<file path="src/rtl/gpio_ctrl_intr_arbiter.sv">
// gpio_ctrl_intr_arbiter
//   Sequences per-bank GPIO interrupt requests toward the system interrupt
//   controller. A request first waits out an optional coalescing hold-off.
//   Round-robin then picks one bank, which is presented with a valid/ack
//   handshake. The arbiter then waits for software's end-of-interrupt, with a
//   bounded timeout. Only one bank is in service at any time.
module gpio_ctrl_intr_arbiter #(
  parameter int NUM_BANKS   = 8,
  parameter int HOLDOFF_W   = 8,
  parameter int EOI_TIMEOUT = 1024,
  localparam int ID_W       = $clog2(NUM_BANKS)
) (
  input  logic                 clk,
  input  logic                 rst,
  input  logic [NUM_BANKS-1:0] bank_irq,
  input  logic [NUM_BANKS-1:0] bank_mask,
  input  logic [HOLDOFF_W-1:0] cfg_holdoff,
  output logic                 irq_valid,
  output logic [ID_W-1:0]      irq_bank_id,
  input  logic                 irq_ack,
  input  logic                 irq_eoi,
  output logic                 eoi_timeout,
  output logic                 spurious,
  output logic                 busy
);

  localparam int TMO_W = $clog2(EOI_TIMEOUT + 1);

  localparam logic [1:0] ST_IDLE    = 2'd0;
  localparam logic [1:0] ST_HOLDOFF = 2'd1;
  localparam logic [1:0] ST_PRESENT = 2'd2;
  localparam logic [1:0] ST_SERVICE = 2'd3;

  logic [1:0]           r_state;
  logic [ID_W-1:0]      r_rr_ptr;
  logic [HOLDOFF_W-1:0] r_cnt;
  logic [TMO_W-1:0]     r_tmo;
  logic                 r_valid;
  logic [ID_W-1:0]      r_bank_id;
  logic                 r_eoi_timeout;
  logic                 r_spurious;
  logic                 r_busy;

  logic [NUM_BANKS-1:0] w_pending;
  logic                 w_any_pending;
  logic [ID_W-1:0]      w_pick_id;

  // Round-robin search: the first pending bank after ptr, wrapping around.
  // The caller only uses the result when at least one bank is pending.
  function automatic logic [ID_W-1:0] f_rr_pick(input logic [NUM_BANKS-1:0] pend,
                                                input logic [ID_W-1:0]      ptr);
    logic [ID_W-1:0] pick;
    logic            found;
    int              idx;
    // NOTE: every local gets a value before the loop, so no path leaves one holding a stale value.
    pick  = '0;
    found = 1'b0;
    idx   = 0;
    for (int i = 1; i <= NUM_BANKS; i++) begin
      idx = (int'(ptr) + i) % NUM_BANKS;
      if (!found && pend[idx[ID_W-1:0]]) begin
        found = 1'b1;
        pick  = idx[ID_W-1:0];
      end
    end
    return pick;
  endfunction

  // Masking acts immediately, including on a bank that is already being presented.
  assign w_pending     = bank_irq & ~bank_mask;
  assign w_any_pending = |w_pending;
  assign w_pick_id     = f_rr_pick(w_pending, r_rr_ptr);

  // Arbitration FSM; every output is a register updated here.
  always_ff @(posedge clk) begin
    if (rst) begin
      // NOTE: sequential state is written with <= so every register sees the same pre-edge values.
      r_state       <= ST_IDLE;
      r_rr_ptr      <= ID_W'(NUM_BANKS - 1);
      r_cnt         <= '0;
      r_tmo         <= '0;
      r_valid       <= 1'b0;
      r_bank_id     <= '0;
      r_eoi_timeout <= 1'b0;
      r_spurious    <= 1'b0;
      r_busy        <= 1'b0;
    end else begin
      r_eoi_timeout <= 1'b0;
      r_spurious    <= 1'b0;
      case (r_state)
        ST_IDLE: begin
          if (w_any_pending) begin
            r_busy <= 1'b1;
            if (cfg_holdoff == '0) begin
              r_bank_id <= w_pick_id;
              r_valid   <= 1'b1;
              r_state   <= ST_PRESENT;
            end else begin
              // The hold-off length is captured here; later writes wait for the next request.
              r_cnt   <= cfg_holdoff;
              r_state <= ST_HOLDOFF;
            end
          end
        end
        ST_HOLDOFF: begin
          if (!w_any_pending) begin
            // Request vanished while coalescing: back off silently.
            r_state <= ST_IDLE;
            r_busy  <= 1'b0;
          end else if (r_cnt == HOLDOFF_W'(1)) begin
            r_bank_id <= w_pick_id;
            r_valid   <= 1'b1;
            r_state   <= ST_PRESENT;
          end else begin
            r_cnt <= r_cnt - HOLDOFF_W'(1);
          end
        end
        ST_PRESENT: begin
          if (irq_ack) begin
            // An ack wins over a simultaneous withdrawal.
            r_valid  <= 1'b0;
            r_rr_ptr <= r_bank_id;
            r_tmo    <= TMO_W'(EOI_TIMEOUT);
            r_state  <= ST_SERVICE;
          end else if (!w_pending[r_bank_id]) begin
            r_valid    <= 1'b0;
            r_spurious <= 1'b1;
            r_state    <= ST_IDLE;
            r_busy     <= 1'b0;
          end
        end
        ST_SERVICE: begin
          if (irq_eoi) begin
            // An EOI wins over a simultaneous expiry.
            r_state <= ST_IDLE;
            r_busy  <= 1'b0;
          end else if (r_tmo == TMO_W'(1)) begin
            r_eoi_timeout <= 1'b1;
            r_state       <= ST_IDLE;
            r_busy        <= 1'b0;
          end else begin
            r_tmo <= r_tmo - TMO_W'(1);
          end
        end
        default: begin
          r_state <= ST_IDLE;
          r_valid <= 1'b0;
          r_busy  <= 1'b0;
        end
      endcase
    end
  end

  assign irq_valid   = r_valid;
  assign irq_bank_id = r_bank_id;
  assign eoi_timeout = r_eoi_timeout;
  assign spurious    = r_spurious;
  assign busy        = r_busy;

endmodule
</file>
<file path="config.mk">
export PLATFORM = sky130hd
export DESIGN_NAME = gpio_ctrl_intr_arbiter
export DESIGN_NICKNAME = d
export VERILOG_FILES = /design/src/rtl/gpio_ctrl_intr_arbiter.sv
export SDC_FILE = /design/constraint.sdc
export NUM_CORES = 1
export LEC_CHECK = 0
export CAP_MARGIN = 20
export CORE_ASPECT_RATIO = 1.2
export CORE_UTILIZATION = 55
export DETAILED_ROUTE_END_ITERATION = 12
export HOLD_SLACK_MARGIN = 0.15
export PLACE_DENSITY = 0.8
export RECOVER_POWER = 50
export SLEW_MARGIN = 20
export SYNTH_ARGS = -nofsm -noshare
export SYNTH_HDL_FRONTEND = slang
export SYNTH_SLANG_ARGS = --single-unit
</file>
<file path="constraint.sdc">
create_clock -name clk -period 2.82 [get_ports clk]
set_input_delay 0.282 -clock clk [delete_from_list [all_inputs] [get_ports clk]]
set_output_delay 0.282 -clock clk [all_outputs]
set_load 0.01 [all_outputs]
</file>
==> results by group, run 1 <==
Outcome
  – Outcome: finished, final reports clean

Route
  – Vias per inst: 6.21
  – Avg WL per Cell: 15.7 microns
  – Detailed Routing Iterations Pass 1: 4
  – DR vias: 2410
  – Initial DRC Count: 122
  – Remaining antenna violation count after routing: 0
  – Detailed Route WL: 6080 microns
  – # DRC: 0

Layout
  – Reg area: 621 sq um
  – Final Util: 69.8%
  – Nets@finish: 366
  – Share of post-route cells with drive strength above 1: 13.9%
  – Synthesis-to-finish area growth: 20.0%
  – Layout fillers: 358
  – # diodes: 0
  – Multi-input combinational cell area: 1780 sq um

Setup path
  – CP max-delay cell: mux4_2
  – Req. time, crit path: 2.97 ns
  – Path type of the worst setup path: in -> reg
  – Levels on crit path: 8
  – CP Buf/Inv Count: 1
  – Max Fanout on Critical Path: 8
  – Crit path max-delay family: multiplexers
  – R2R depth: 8
  – Setup crit end kind: flop
  – Worst path cell trace: dlygate4sd3_1, nand2b_1, mux2_2, mux4_2, nand4_4, nor3_1, o311ai_1, o32ai_1
  – Crit path launch type: primary input
  – Slowest cell delay on critical path: 0.55 ns
  – CP arrival: 2.66 ns

Synthesis
  – Yosys cell types: 70
  – Number of flops mapped to enable cells by yosys: 0
  – Post-synthesis average cell area: 8.59 sq um
  – Sequential cell area fraction in the yosys report: 24.7%
  – Syn nets: 327
  – Main area contributors after synthesis: dfxtp_1 (25%), mux4_2 (8.9%), nor2_1 (4.5%)
  – Synth cell count leaders: dfxtp_1 (31), nor2_1 (30), nand2_1 (25)
  – Main synth FF type: dfxtp_1
  – Count of state elements after synthesis: 31
  – Synth Instances: 293
  – Yosys Warn Count: 0
  – Most common cell in the synthesized netlist: dfxtp_1
  – Post-Syn Area: 2520 sq um
  – Post-synth top area cell: dfxtp_1
  – Share of the synthesized area in the top cell type: 24.7%
  – Ys async rst share: 0%

Global routing
  – Pin count of the biggest net entering global routing: 19
  – Initial antenna violation count: 0
  – GRT Residual Overflow: 0
  – First-pass GRT wire length: 10100 microns
  – Vias in the first global route: 2242
  – Total GRT Usage: 26.2%

Timing
  – Max Fclk: 399 MHz
  – Slew margin rel.: 54.7%
  – Setup WS post-layout: 0.316 ns
  – Setup-failing EPs final: 0
  – Worst Clk Skew: 0.00657 ns
  – Tmin final: 2.50 ns
  – Final Max Tran Viols: 0
  – Tcrit/Tclk final: 88.8%
  – Worst-margin pin slew: 0.674 ns
  – Setup TNS: 0 ns
  – Final Hold Viols: 0
  – RSZ-0062 raised after global routing: no

Clocking
  – Total CTS buffers: 5
  – Hold-fix buffers at CTS: 0
  – Clock Path Buffers: 2
  – # resized after CTS: 0
  – Worst skew pair latency: 0.28 ns
  – TritonCTS clock tree: built
  – Sink Count: 31
  – Root Buffer: clkbuf_8
  – Clock slew at reported path FFs: 0.06 ns
  – H-tree levels: 2
  – Postcts setup bufs: 0

Hold path
  – Hold WC Path Type: reg -> reg
  – Worst Hold Path Cells: 2

Floorplan
  – Die W: 63.8 microns
  – Die footprint: 4850 sq um
  – Num ports: 35
  – Initial Util: 58.2%
  – Core Region: 4330 sq um
  – Chip Height: 76.1 microns
  – Row cnt: 26

Placed design
  – GP Congestion: 1.00
  – DP Worst Slack: 0.136 ns
  – IO Port Bufs: 34
  – Hpwl dp: 4790 microns

Job
  – Max Cap Violations: 0

Power and ir drop
  – LEAKAGE: 0.00114 uW
  – PD cells: 518 nW/um^2
  – Peak VDD IR: 177 uV
==> cells by family (layout without fill, tap and decap cells) <==
group / after synthesis / after routing / share of synthesized area (%)
flops: 31 / 31 / 24.7
simple gates: 117 / 117 / 24.9
xor+xnor: 11 / 11 / 4.13
mux: 29 / 29 / 19.2
buf+inv: 27 / 66 / 4.67
compound gates: 71 / 71 / 19.1
fa+ha+maj: 7 / 7 / 3.38
==> layer usage <==
layer | GRT usage, % | share of wire [%] | wire length, microns | vias up
li1 | - | - | - | 1182
met1 | 29.5 | 42 | 2550 | 1132
met2 | 46.2 | 51 | 3090 | 76
met3 | 4.19 | 3.5 | 210 | 20
met4 | 14.1 | 3.8 | 234 | 0
met5 | 0 | 0 | 0 | -
==> final cells by class <==
type | count | area share (%)
Multi-Input combinational cell | 235 | 58.8
Inverter | 14 | 1.74
Timing Repair Buffer | 45 | 13.7
Tap cell | 56 | 2.32
Clock inverter | 1 | 0.166
Clock buffer | 6 | 2.73
Sequential cell | 31 | 20.5
==> registers in the layout, summed over array words and instances, names as in the netlist <==
name	flops
busy	1
eoi_timeout	1
irq_bank_id	3
irq_valid	1
r_cnt	8
r_rr_ptr	3
r_state	2
r_tmo	11
spurious	1
==> path summary, 6_finish.rpt <==
check             slack, ns         start             end
setup / recovery       0.32  bank_mask[7]  irq_bank_id[0]
hold reg to reg        0.52      r_cnt[1]        r_cnt[1]
hold / removal         0.52      r_cnt[1]        r_cnt[1]
setup reg to reg       0.33   r_rr_ptr[1]  irq_bank_id[0]
==> through the flow <==
step	area [sq um]	hold slack (ns)	cells	total power (uW)
floorplan	2520	0.360	293	1050
global placement	2950	0.501	381	1210
detailed placement	2950	0.515	381	1220
CTS	3030	0.523	388	1570
global route	3020	0.567	388	1670
finish	3020	0.523	388	1570
==> cell usage in the layout, fill, tap and decap left out, types with 6 or more instances in the layout <==
cell type        instances
a211oi_1                 8
a21oi_1                 14
buf_4                    9
clkbuf_8                 6
clkdlybuf4s50_1         26
dfxtp_1                 31
dlygate4sd3_1            8
ha_1                     6
inv_1                   12
mux2_2                   6
mux2i_1                  7
mux4_2                  10
nand2_1                 25
nand2b_1                12
nor2_1                  30
nor3_1                  11
nor4_1                   9
o21ai_0                 15
xnor2_1                  6
==> power by group <==
group | switching (uW) | internal (uW) | total, uW
clock network | 162 | 191 | 353
logic | 335 | 310 | 645
registers | 70.3 | 498 | 568
==> worst reg2reg max path, cell delays in order (launching register included) <==
cell,delay [ns]
dfxtp_1,0.46
inv_2,0.08
ha_1,0.26
xnor2_2,0.29
mux4_2,0.63
nand4_4,0.12
nor3_1,0.08
o311ai_1,0.33
o32ai_1,0.12
Note: power is estimated with default switching activity, not from simulation.
==> inputs of run 2 (changes only) <==
--- a/config.mk
+++ b/config.mk
@@ -10,7 +10,7 @@
 export CORE_UTILIZATION = 55
 export DETAILED_ROUTE_END_ITERATION = 12
 export HOLD_SLACK_MARGIN = 0.15
-export PLACE_DENSITY = 0.8
+export PLACE_DENSITY = 0.81
 export RECOVER_POWER = 50
 export SLEW_MARGIN = 20
 export SYNTH_ARGS = -nofsm -noshare
==> run 2 against run 1 <==
Net effect: hold slack hardly changed; routed wire length is 1.2% lower; die area stayed put; highest routed layer unchanged.
==> results by group, run 2 (synthesis gave the netlist of run 1 again) <==
Clocking
  – TritonCTS clock tree: built
  – H-tree levels: 2 (unchanged)
  – Clock slew at reported path FFs: 0.07 ns (about the same)
  – Postcts setup bufs: 0 (unchanged)
  – # resized after CTS: 0 (unchanged)
  – Total CTS buffers: 5 (unchanged)
  – Sink Count: 31 (unchanged)
  – Clock Path Buffers: 2 (unchanged)
  – Root Buffer: clkbuf_8
  – Worst skew pair latency: 0.28 ns (about the same)
  – Hold-fix buffers at CTS: 0 (unchanged)

Setup path
  – Req. time, crit path: 2.97 ns (about the same)
  – Crit path max-delay family: multiplexers
  – Path type of the worst setup path: reg -> reg
  – Max Fanout on Critical Path: 7 (-1)
  – CP max-delay cell: mux4_2
  – Crit path launch type: flop
  – Worst path cell trace: inv_2, ha_1, xnor2_2, mux4_2, nand4_4, nor3_2, nor4_1, o32ai_1
  – CP Buf/Inv Count: 1 (unchanged)
  – Slowest cell delay on critical path: 0.63 ns (+0.08 ns)
  – CP arrival: 2.69 ns (+0.03 ns)
  – Setup crit end kind: flop

Route
  – # DRC: 0 (unchanged)
  – Avg WL per Cell: 15.4 microns (-1.5%)
  – Remaining antenna violation count after routing: 0 (unchanged)
  – DR vias: 2394 (-0.66%)
  – Detailed Routing Iterations Pass 1: 4 (unchanged)
  – Detailed Route WL: 6000 microns (-1.2%)
  – Vias per inst: 6.15 (-0.92%)
  – Initial DRC Count: 187 (+53%)

Global routing
  – Met1 usage: 30.1% (+0.65 points)
  – Initial antenna violation count: 0 (unchanged)
  – Total GRT Usage: 26.5% (+0.31 points)
  – First-pass GRT wire length: 10200 microns (+1.1%)
  – Pin count of the biggest net entering global routing: 19 (unchanged)
  – GRT Residual Overflow: 0 (unchanged)
  – Vias in the first global route: 2271 (+1.3%)
  – Met2 usage: 46.7% (+0.53 points)
  – Most used routing layer: met2
  – Met3 demand-to-capacity share in global routing: 3.59% (-0.60 points)

Layout
  – Number of flip-flops in the largest register: 11 (unchanged)
  – Nets@finish: 367 (+0.27%)
  – Synthesis-to-finish area growth: 20.3%
  – Layout fillers: 345 (-3.6%)
  – Commonest non-fill, non-tap cell in the layout: dfxtp_1
  – Share of post-route cells with drive strength above 1: 14.1% (+0.26 points)
  – Most frequent cells in the layout: dfxtp_1 (31), nor2_1 (30), clkdlybuf4s50_1 (26)
  – # diodes: 0 (unchanged)
  – Multi-input combinational cell area: 1780 sq um (+0.21%)
  – Top Registers: r_tmo: 11 flops, r_cnt: 8 flops
  – Reg area: 621 sq um (unchanged)
  – Largest Register: r_tmo

Placed design
  – DP Worst Slack: 0.205 ns (+0.0683 ns)
  – GP Congestion: 0.951 (-5.3%)
  – Hpwl dp: 4720 microns (-1.5%)
  – IO Port Bufs: 34 (unchanged)

Outcome
  – Outcome: finished, final reports clean

Power and ir drop
  – PD cells: 517 nW/um^2 (-0.25%)
  – LEAKAGE: 0.00115 uW (+0.32%)
  – Peak VDD IR: 216 uV (+22%)

Timing
  – RSZ-0062 raised after global routing: no
  – Final Max Tran Viols: 0 (unchanged)
  – Tcrit/Tclk final: 89.8% (+1.0 points)
  – Worst-margin pin slew: 0.751 ns (+0.0776 ns)
  – Max Fclk: 395 MHz (-1.1%)
  – Worst Clk Skew: 0.00619 ns (-0.000381 ns)
  – Setup WS post-layout: 0.287 ns (-0.0289 ns)
  – Slew margin rel.: 49.5% (-5.2 points)
  – Final Hold Viols: 0 (unchanged)
  – Setup-failing EPs final: 0 (unchanged)
  – Tmin final: 2.53 ns (+0.0289 ns)
  – Setup TNS: 0 ns (unchanged)
  – Hold Slack: 0.523 ns (-0.000184 ns)

Floorplan
  – Die footprint: 4850 sq um (unchanged)
  – Row cnt: 26 (unchanged)
  – Num ports: 35 (unchanged)
  – Core Region: 4330 sq um (unchanged)
  – Initial Util: 58.2% (unchanged)
  – Die W: 63.8 microns (unchanged)
  – Chip Height: 76.1 microns (unchanged)

Job
  – Max Cap Violations: 0 (unchanged)

Hold path
  – Hold WC Path Type: reg -> reg
## run 2: cell types whose count changed in the layout (fill, tap and decap cells not counted)
cell      delta
or4_4        +1
clkbuf_1     +1
or4_1        -1
## run 2: path summary, 6_finish.rpt
path	from	to	slack (ns)	cells after the start
hold / removal	r_cnt[1]	r_cnt[1]	0.52	2
setup / recovery	r_rr_ptr[0]	irq_bank_id[0]	0.29	8
setup reg to reg	r_rr_ptr[0]	irq_bank_id[0]	0.29	8
hold reg to reg	r_cnt[1]	r_cnt[1]	0.52	2
## run 2: report_power, final
group	total, uW	switching, uW	internal (uW)
clock network	348	157	191
logic	648	336	312
registers	570	72.0	498
total	1570	565	1000
## run 2: worst register-to-register path, cell delays in order, from the launching register on
cell and delay (ns):
dfxtp_1 0.51, inv_2 0.09, ha_1 0.29, xnor2_2 0.29, mux4_2 0.63, nand4_4 0.12
nor3_2 0.07, nor4_1 0.29, o32ai_1 0.13
## run 2: routing by layer
metal  vias to the layer above  share of wire [%]
met5                         -                  0
met4                         0                3.9
met3                        16                5.1
met2                        89                 51
met1                      1111                 40
li1                       1178                  -
## run 2: area by class of cell
type | instances | area share (%)
clock buffers | 6 | 2.73
clock inverters | 1 | 0.165
inverters | 14 | 1.73
multi-input cells | 235 | 58.7
flip-flops and latches | 31 | 20.5
well taps | 56 | 2.31
repair buffers | 46 | 13.8
## run 2: metrics by stage
step	cell area, sq um	utilization [%]	total power (uW)	cells
finish	3030	70.0	1570	389
global route	3030	70.0	1680	389
CTS	3040	70.3	1580	389
detailed placement	2950	68.2	1230	382
global placement	2950	68.2	1210	382
floorplan	2520	-	1050	293
